## config.mk

```make
export PLATFORM = sky130hd
export DESIGN_NAME = id_issue_queue
export DESIGN_NICKNAME = d
export VERILOG_FILES = /design/src/rtl/id_issue_queue.sv
export SDC_FILE = /design/constraint.sdc
export NUM_CORES = 1
export LEC_CHECK = 0
export CORE_ASPECT_RATIO = 0.8
export CORE_MARGIN = 2
export CORE_UTILIZATION = 45
export CTS_CLUSTER_SIZE = 20
export DETAILED_ROUTE_END_ITERATION = 16
export GPL_TIMING_DRIVEN = 0
export PLACE_DENSITY = 0.73
export SYNTH_ARGS = -nofsm -noshare
export SYNTH_HDL_FRONTEND = slang
export SYNTH_SLANG_ARGS = --single-unit
export TNS_END_PERCENT = 1
```

## constraint.sdc

```tcl
create_clock -name clk_i -period 8.2 [get_ports clk_i]
set_clock_uncertainty 0.15 [all_clocks]
set_input_delay 2.46 -clock clk_i [delete_from_list [all_inputs] [get_ports clk_i]]
set_output_delay 2.46 -clock clk_i [all_outputs]
set_load 0.02 [all_outputs]
```

## src/rtl/id_issue_queue.sv

```systemverilog
// ID->issue decoupling FIFO of DEPTH entries with a cap of MAX_CF control-flow entries.
// Define ID_ISSUE_QUEUE_BYPASS_EN for a zero-latency pass-through while the queue is empty.
module id_issue_queue #(
  parameter int unsigned DATA_WIDTH = 64,
  parameter int unsigned DEPTH      = 4,
  parameter int unsigned MAX_CF     = 2
) (
  input  logic                         clk_i,
  input  logic                         rst_ni,
  input  logic                         flush_i,
  input  logic                         in_valid_i,
  output logic                         in_ready_o,
  input  logic [DATA_WIDTH-1:0]        in_data_i,
  input  logic                         in_is_cf_i,
  output logic                         out_valid_o,
  output logic [DATA_WIDTH-1:0]        out_data_o,
  output logic                         out_is_cf_o,
  input  logic                         out_ack_i,
  output logic [$clog2(DEPTH+1)-1:0]   usage_o,
  output logic [$clog2(MAX_CF+1)-1:0]  cf_count_o
);

  localparam int unsigned PTR_W = (DEPTH > 1) ? $clog2(DEPTH) : 1;
  localparam int unsigned USE_W = $clog2(DEPTH + 1);
  localparam int unsigned CF_W  = $clog2(MAX_CF + 1);

  localparam logic [PTR_W-1:0] LAST_PTR = PTR_W'(DEPTH - 1);
  localparam logic [USE_W-1:0] DEPTH_U  = USE_W'(DEPTH);
  localparam logic [CF_W-1:0]  MAX_CF_U = CF_W'(MAX_CF);

  logic [DATA_WIDTH-1:0] dataMem_q [DEPTH];
  logic [DEPTH-1:0]      cfMem_q;

  logic [PTR_W-1:0] wrPtr_q, wrPtr_d;
  logic [PTR_W-1:0] rdPtr_q, rdPtr_d;
  logic [USE_W-1:0] usage_q, usage_d;
  logic [CF_W-1:0]  cfCount_q, cfCount_d;

  logic empty;
  logic push;
  logic pop;
  logic cfOk;

  assign empty = (usage_q == '0);

  always_comb begin
    out_valid_o = !empty;
    out_data_o  = dataMem_q[rdPtr_q];
    out_is_cf_o = cfMem_q[rdPtr_q];
`ifdef ID_ISSUE_QUEUE_BYPASS_EN
    // Empty queue forwards the decoder entry; push+pop then cancel in the counters.
    if (empty && !flush_i) begin
      out_valid_o = in_valid_i;
      out_data_o  = in_data_i;
      out_is_cf_o = in_is_cf_i;
    end
`endif
  end

  assign pop        = out_ack_i & out_valid_o;
  assign cfOk       = !in_is_cf_i | (cfCount_q < MAX_CF_U) | (pop & out_is_cf_o);
  assign in_ready_o = !flush_i & rst_ni & ((usage_q < DEPTH_U) | pop) & cfOk;
  assign push       = in_valid_i & in_ready_o;

  always_comb begin
    wrPtr_d   = wrPtr_q;
    rdPtr_d   = rdPtr_q;
    usage_d   = usage_q + USE_W'(push) - USE_W'(pop);
    cfCount_d = cfCount_q + CF_W'(push & in_is_cf_i) - CF_W'(pop & out_is_cf_o);
    if (push) begin
      wrPtr_d = (wrPtr_q == LAST_PTR) ? '0 : wrPtr_q + PTR_W'(1);
    end
    if (pop) begin
      rdPtr_d = (rdPtr_q == LAST_PTR) ? '0 : rdPtr_q + PTR_W'(1);
    end
    if (flush_i) begin
      wrPtr_d   = '0;
      rdPtr_d   = '0;
      usage_d   = '0;
      cfCount_d = '0;
    end
  end

  always_ff @(posedge clk_i) begin
    if (!rst_ni) begin
      wrPtr_q   <= '0;
      rdPtr_q   <= '0;
      usage_q   <= '0;
      cfCount_q <= '0;
    end else begin
      wrPtr_q   <= wrPtr_d;
      rdPtr_q   <= rdPtr_d;
      usage_q   <= usage_d;
      cfCount_q <= cfCount_d;
    end
  end

  // Payload storage is deliberately left without reset.
  always_ff @(posedge clk_i) begin
    if (push) begin
      dataMem_q[wrPtr_q] <= in_data_i;
      cfMem_q[wrPtr_q]   <= in_is_cf_i;
    end
  end

  assign usage_o    = usage_q;
  assign cf_count_o = cfCount_q;

endmodule

```

Yosys cells after proc, flatten, opt, wreduce, memory -nomap -nowiden. Memory sizes are Yosys's and may differ from the RTL's. A register that Yosys moved wholly into a read port is not among the register bits. Index checks and enable logic that the tools add are counted.

Flip-flop bits (word level): 13. Memory bits (writable): 256. Input port bits: 70. Output and inout port bits: 72. Word-level logic and storage cells: 48. Memories: 1.

Memories: dataMem_q (words 4, bits a word 64, read ports 1, clocked after Yosys merged registers in 1, write ports 1, RTL line 31) `logic [DATA_WIDTH-1:0] dataMem_q [DEPTH];`.

Add/subtract/negate cells: 6. Magnitude comparators: 5. Equality and inequality tests: 2. Mux-type cells: 11. Bitwise operators: 12. Reductions and logical operators: 6.

Operators with widths (count): AND 1 bit (8); 2-to-1 mux 2 bit (4); < comparator 2 x 3 -> 1 bit (second input constant) (2); adder 2 x 1 -> 2 bit (second input constant) (2); bitwise mux 4 bit (1); equality test 2 bit (second input constant) (2); 2-to-1 mux 1 bit (4); adder 3 x 1 -> 3 bit (1); zero test 1 bit (3); zero test 3 bit (1); < comparator 3 bit (second input constant) (1); OR 1 bit (3); subtractor 3 x 1 -> 3 bit (1); adder 2 x 1 -> 2 bit (1); binary-select mux 1 bit (select 2 bit) (1); demux 1 bit (select 2 bit) (1); >= comparator 2 x 1 -> 1 bit (second input constant) (1); < comparator 2 bit (second input constant) (1); OR reduction 2 bit (1); subtractor 2 x 1 -> 2 bit (1); logical AND 1 bit (1); inverter 1 bit (1).

Longest topological paths before layout. Gate-level depths: netlist of run 1.

Word-level depth: 10. Gate-level depth with buffers: 12.

Worst setup path before layout of run 1. Ideal clock, no wire load.

Kind: input -> output. From: input port in_is_cf_i. To: output port in_ready_o. Arrival time: 3399 ps. Path slack: 2191 ps. Cell stages on the path: 3. Path buffers: 0. Path through: and2_1 -> a222oi_1 -> and3_1.

Longest elaborated chain between the ends: 4.

RTL lines: from (decl) (RTL line 14) `input logic in_is_cf_i,`; zero test 1 bit (RTL line 61) `assign cfOk = !in_is_cf_i | (cfCount_q < MAX_CF_U) | (pop & out_is_cf_o);`; OR 1 bit (2 in series) (RTL line 61); AND 1 bit (RTL line 62) `assign in_ready_o = !flush_i & rst_ni & ((usage_q < DEPTH_U) | pop) & cfOk;`; to (decl) (RTL line 12) `output logic in_ready_o,`.

Every way passes these cells.

Worst setup path after layout of run 1. Ends and elaborated chain as after synthesis.

==> results of run 1 <==
[layout by cell type, fill, tap and decap left out, drive strengths merged]
cell type,instances
bufinv,2
dfxtp,11
inv,8
nor2b,1
clkinv,9
and3,7
fa,1
xnor2,3
clkbuf,39
nor3,1
nand2,5
xor2,1
o211ai,1
mux2i,5
edfxtp,260
ha,9
nand2b,2
and2,5
a222oi,1
nor2,4
and3b,1
o31ai,1
clkdlybuf4s50,141
a21oi,2
or3,2
buf,13
mux4,64
[final cells by class]
| cell class | count | area, µm² |
|---|---|---|
| plain buffers | 14 | 61.3 |
| clock buffers | 34 | 702 |
| clock inverters | 11 | 103 |
| fillers | 1568 | 9000 |
| inverters | 8 | 30.0 |
| multi-input cells | 116 | 1880 |
| flip-flops and latches | 271 | 8030 |
| well taps | 300 | 375 |
| repair buffers | 145 | 1510 |
[sequential cells by signal, indices dropped and copies added, names as in the netlist, named ones only]
signal,count
usage_o,3
cfMem_q,4
cf_count_o,2
rdPtr_q,2
dataMem_q,256
wrPtr_q,2
[synth_stat cells]
library cell / number
and3b_1: 1
buf_1: 2
buf_2: 7
a222oi_1: 1
a21oi_1: 2
and3_1: 6
dfxtp_1: 11
nor3_1: 1
o211ai_1: 1
inv_1: 8
nor2_1: 4
fa_1: 1
nor2b_1: 1
mux2i_1: 5
ha_1: 9
nand2_1: 5
and2_1: 4
nand2b_1: 2
and3_2: 1
xor2_1: 1
edfxtp_1: 260
xnor2_1: 3
and2_4: 1
clkbuf_1: 5
or3_1: 2
mux4_2: 64
o31ai_2: 1
[power groups by stage]
stage	logic (mW)	registers, mW	clock network (mW)
2_1_floorplan	0.0487	1.56	0
3_3_place_gp	0.124	1.56	0
3_5_place_dp	0.130	1.56	0
4_1_cts	0.131	1.53	1.15
5_1_grt	0.138	1.53	1.20
6_report	0.129	1.53	1.13
[metrics by stage]
step           area (µm²)  setup WS, ns  power, mW  hold WS (ns)  utilization [%]
6_report            12700         0.848       2.79         0.365             58.5
2_1_floorplan        9980          2.19       1.61         0.318                -
3_3_place_gp        11800          1.00       1.69         0.325             54.3
4_1_cts             12700         0.824       2.82         0.365             58.5
3_5_place_dp        11900         0.824       1.69         0.355             54.8
5_1_grt             12700         0.719       2.88         0.410             58.5
[critical path: cells and delay by family]
family	cells	cell delay [ns]
AND/OR/NAND/NOR	2	0.46
AO/OA/AOI/OAI	1	0.69
buffers and inverters	2	1.13
[worst max path at each step]
stage | startpoint | endpoint | cells past startpoint
floorplan | in_is_cf_i | in_ready_o | 3
global placement | in_is_cf_i | in_ready_o | 5
detailed placement | in_is_cf_i | in_ready_o | 5
CTS | in_is_cf_i | in_ready_o | 5
global route | in_is_cf_i | in_ready_o | 5
finish | in_is_cf_i | in_ready_o | 5
[metal layers]
layer  vias to the layer above  track usage [%]
met5                         -                0
met1                      2375             20.8
met4                         0             2.99
met2                       129             25.6
met3                        26             3.94
li1                       2074                -
[logic make-up (layout without fill, tap and decap cells)]
kind of cell | after synthesis | in the layout
xor gates and xnor gates | 4 | 4
AOI/OAI and AO/OA | 5 | 5
buffers and inverters | 22 | 212
muxes | 69 | 69
adders and majority gates | 10 | 10
DFF | 271 | 271
and+or+nand+nor | 28 | 28
==> impl_metrics.env, run 1 <==
export IMPL_synth_xor_area_share_pct=0.351
export IMPL_reg2reg_setup_slack_ns=5.03
export IMPL_critPathArrivalTime_ns=4.74
export IMPL_synth_compound_area_share_pct=0.401
export IMPL_synth_fp_nets=489
export IMPL_crit_type="in -> out"
export IMPL_cts_tree="yes"
export IMPL_worst_pin_slew_ns=0.793
export IMPL_m1WireLength_um=7950
export IMPL_post_cts_buffers=0
export IMPL_synth_area_leaders="edfxtp_1, mux4_2, dfxtp_1"
export IMPL_hold_path_startpoint="wrPtr_q[1]"
export IMPL_tns_ns=0
export IMPL_post_cts_resized=0
export IMPL_stdcell_count=899
export IMPL_overflow=0
export IMPL_synth_adder_area_share_pct=1.33
export IMPL_synth_cell_types=27
export IMPL_diodes=0
export IMPL_clock_latency_ns=0.51
export IMPL_avgSynthCellArea_um2=24.4
export IMPL_dp_hpwl_um=11200
export IMPL_drive_gt1_share_pct=19.0
export IMPL_grt_pass1_wl_um=27000
export IMPL_whs_endpoint="wrPtr_q[1]"
export IMPL_via_count=4604
export IMPL_power_density_nw_per_um2=220
export IMPL_setup_viol=0
export IMPL_power_frac_seq_pct=54.9
export IMPL_ys_warn_count=0
export IMPL_p_switching_uw=530
export IMPL_muxShareOfSynthArea_pct=15.0
export IMPL_synth_top_area_cell="edfxtp_1"
export IMPL_met3_length_um=1150
export IMPL_wl_per_cell_um=20.0
export IMPL_grt_pass1_vias=4939
export IMPL_crit_chain="clkdlybuf4s50_1 -> and2_1 -> a222oi_1 -> and3_1 -> clkdlybuf4s50_1"
export IMPL_hold_violations=0
export IMPL_r2r_end="usage_o[2]"
export IMPL_slew_viol_final=0
export IMPL_die_h_um=137
export IMPL_antenna_found_initial=0
export IMPL_cts_sinks=271
export IMPL_cts_hold_buffers=0
export IMPL_max_slew_margin_rel_pct=47.1
export IMPL_numCtsBuffers=26
export IMPL_maxCapViolCount=0
export IMPL_worst_path_largest_cell_delay_ns=0.69
export IMPL_cts_root_buf="clkbuf_16"
export IMPL_initial_core_util_pct=46.0
export IMPL_cp_required_ns=5.59
export IMPL_r2r_cells=12
export IMPL_leakagePower_nw=4.01
export IMPL_row_count=48
export IMPL_wirelength_um=18000
export IMPL_ir_drop_mv=0.223
export IMPL_crit_path_frequent_cell="clkdlybuf4s50_1"
export IMPL_min_path_type="reg -> reg"
export IMPL_synth_top_family_by_area="multiplexers"
export IMPL_ctsHtreeMaxLevel=1
export IMPL_coreArea_um2=21700
export IMPL_io_buffers=141
export IMPL_syn_area_um2=9980
export IMPL_power_frac_comb_pct=4.6
export IMPL_ant_nets=0
export IMPL_clk_path_buf_depth=3
export IMPL_cp_slowest_cell="a222oi_1"
export IMPL_met2_length_um=8610
export IMPL_cp_max_fo=8
export IMPL_clk_transition_reported_paths_ns=0.06
export IMPL_io_pins=142
export IMPL_ys_seq_area_share_pct=80.5
export IMPL_cp_end_kind="output pin"
export IMPL_die_area_um2=23400
export IMPL_ys_seq_elements=271
export IMPL_syn_to_final_growth_pct=27.1
export IMPL_cp_start_kind="input pin"
export IMPL_min_delay_path_depth=2
export IMPL_grt_max_degree=38
export IMPL_fp_dieW_um=170
export IMPL_fmax_mhz=136
export IMPL_routed_via_density=5.12
export IMPL_place_gp_congestion=0.730
export IMPL_drtIter0Drc=314
export IMPL_drc=0
export IMPL_p_int_mw=2.26
export IMPL_p_sw_share_pct=19.0
export IMPL_fin_crit_sh_pct=89.7
export IMPL_grt_use_total_pct=15.3
export IMPL_status="completed"
export IMPL_synth_top_area_share_pct=78.3
export IMPL_dp_cells=854
export IMPL_p_clk_share_pct=40.5
export IMPL_r2r_start="usage_o[1]"
export IMPL_finalNetCount=662
export IMPL_synth_simple_gate_area_share_pct=1.58
export IMPL_top_layer="met4"
export IMPL_min_period_ns=7.35
export IMPL_rsz0062_at_grt="no"
export IMPL_synth_cells=409
export IMPL_firstDrtPassIters=4
Note: power is estimated with default switching activity, not from simulation.
==> run 2, diff against run 1 <==
--- a/config.mk
+++ b/config.mk
@@ -10,6 +10,7 @@
 export CORE_UTILIZATION = 45
 export CTS_CLUSTER_SIZE = 20
 export DETAILED_ROUTE_END_ITERATION = 16
+export GPL_ROUTABILITY_DRIVEN = 0
 export GPL_TIMING_DRIVEN = 0
 export PLACE_DENSITY = 0.73
 export SYNTH_ARGS = -nofsm -noshare
==> results of run 2 <==
No change in the layout: final DEF, timing and power equal those of run 1.
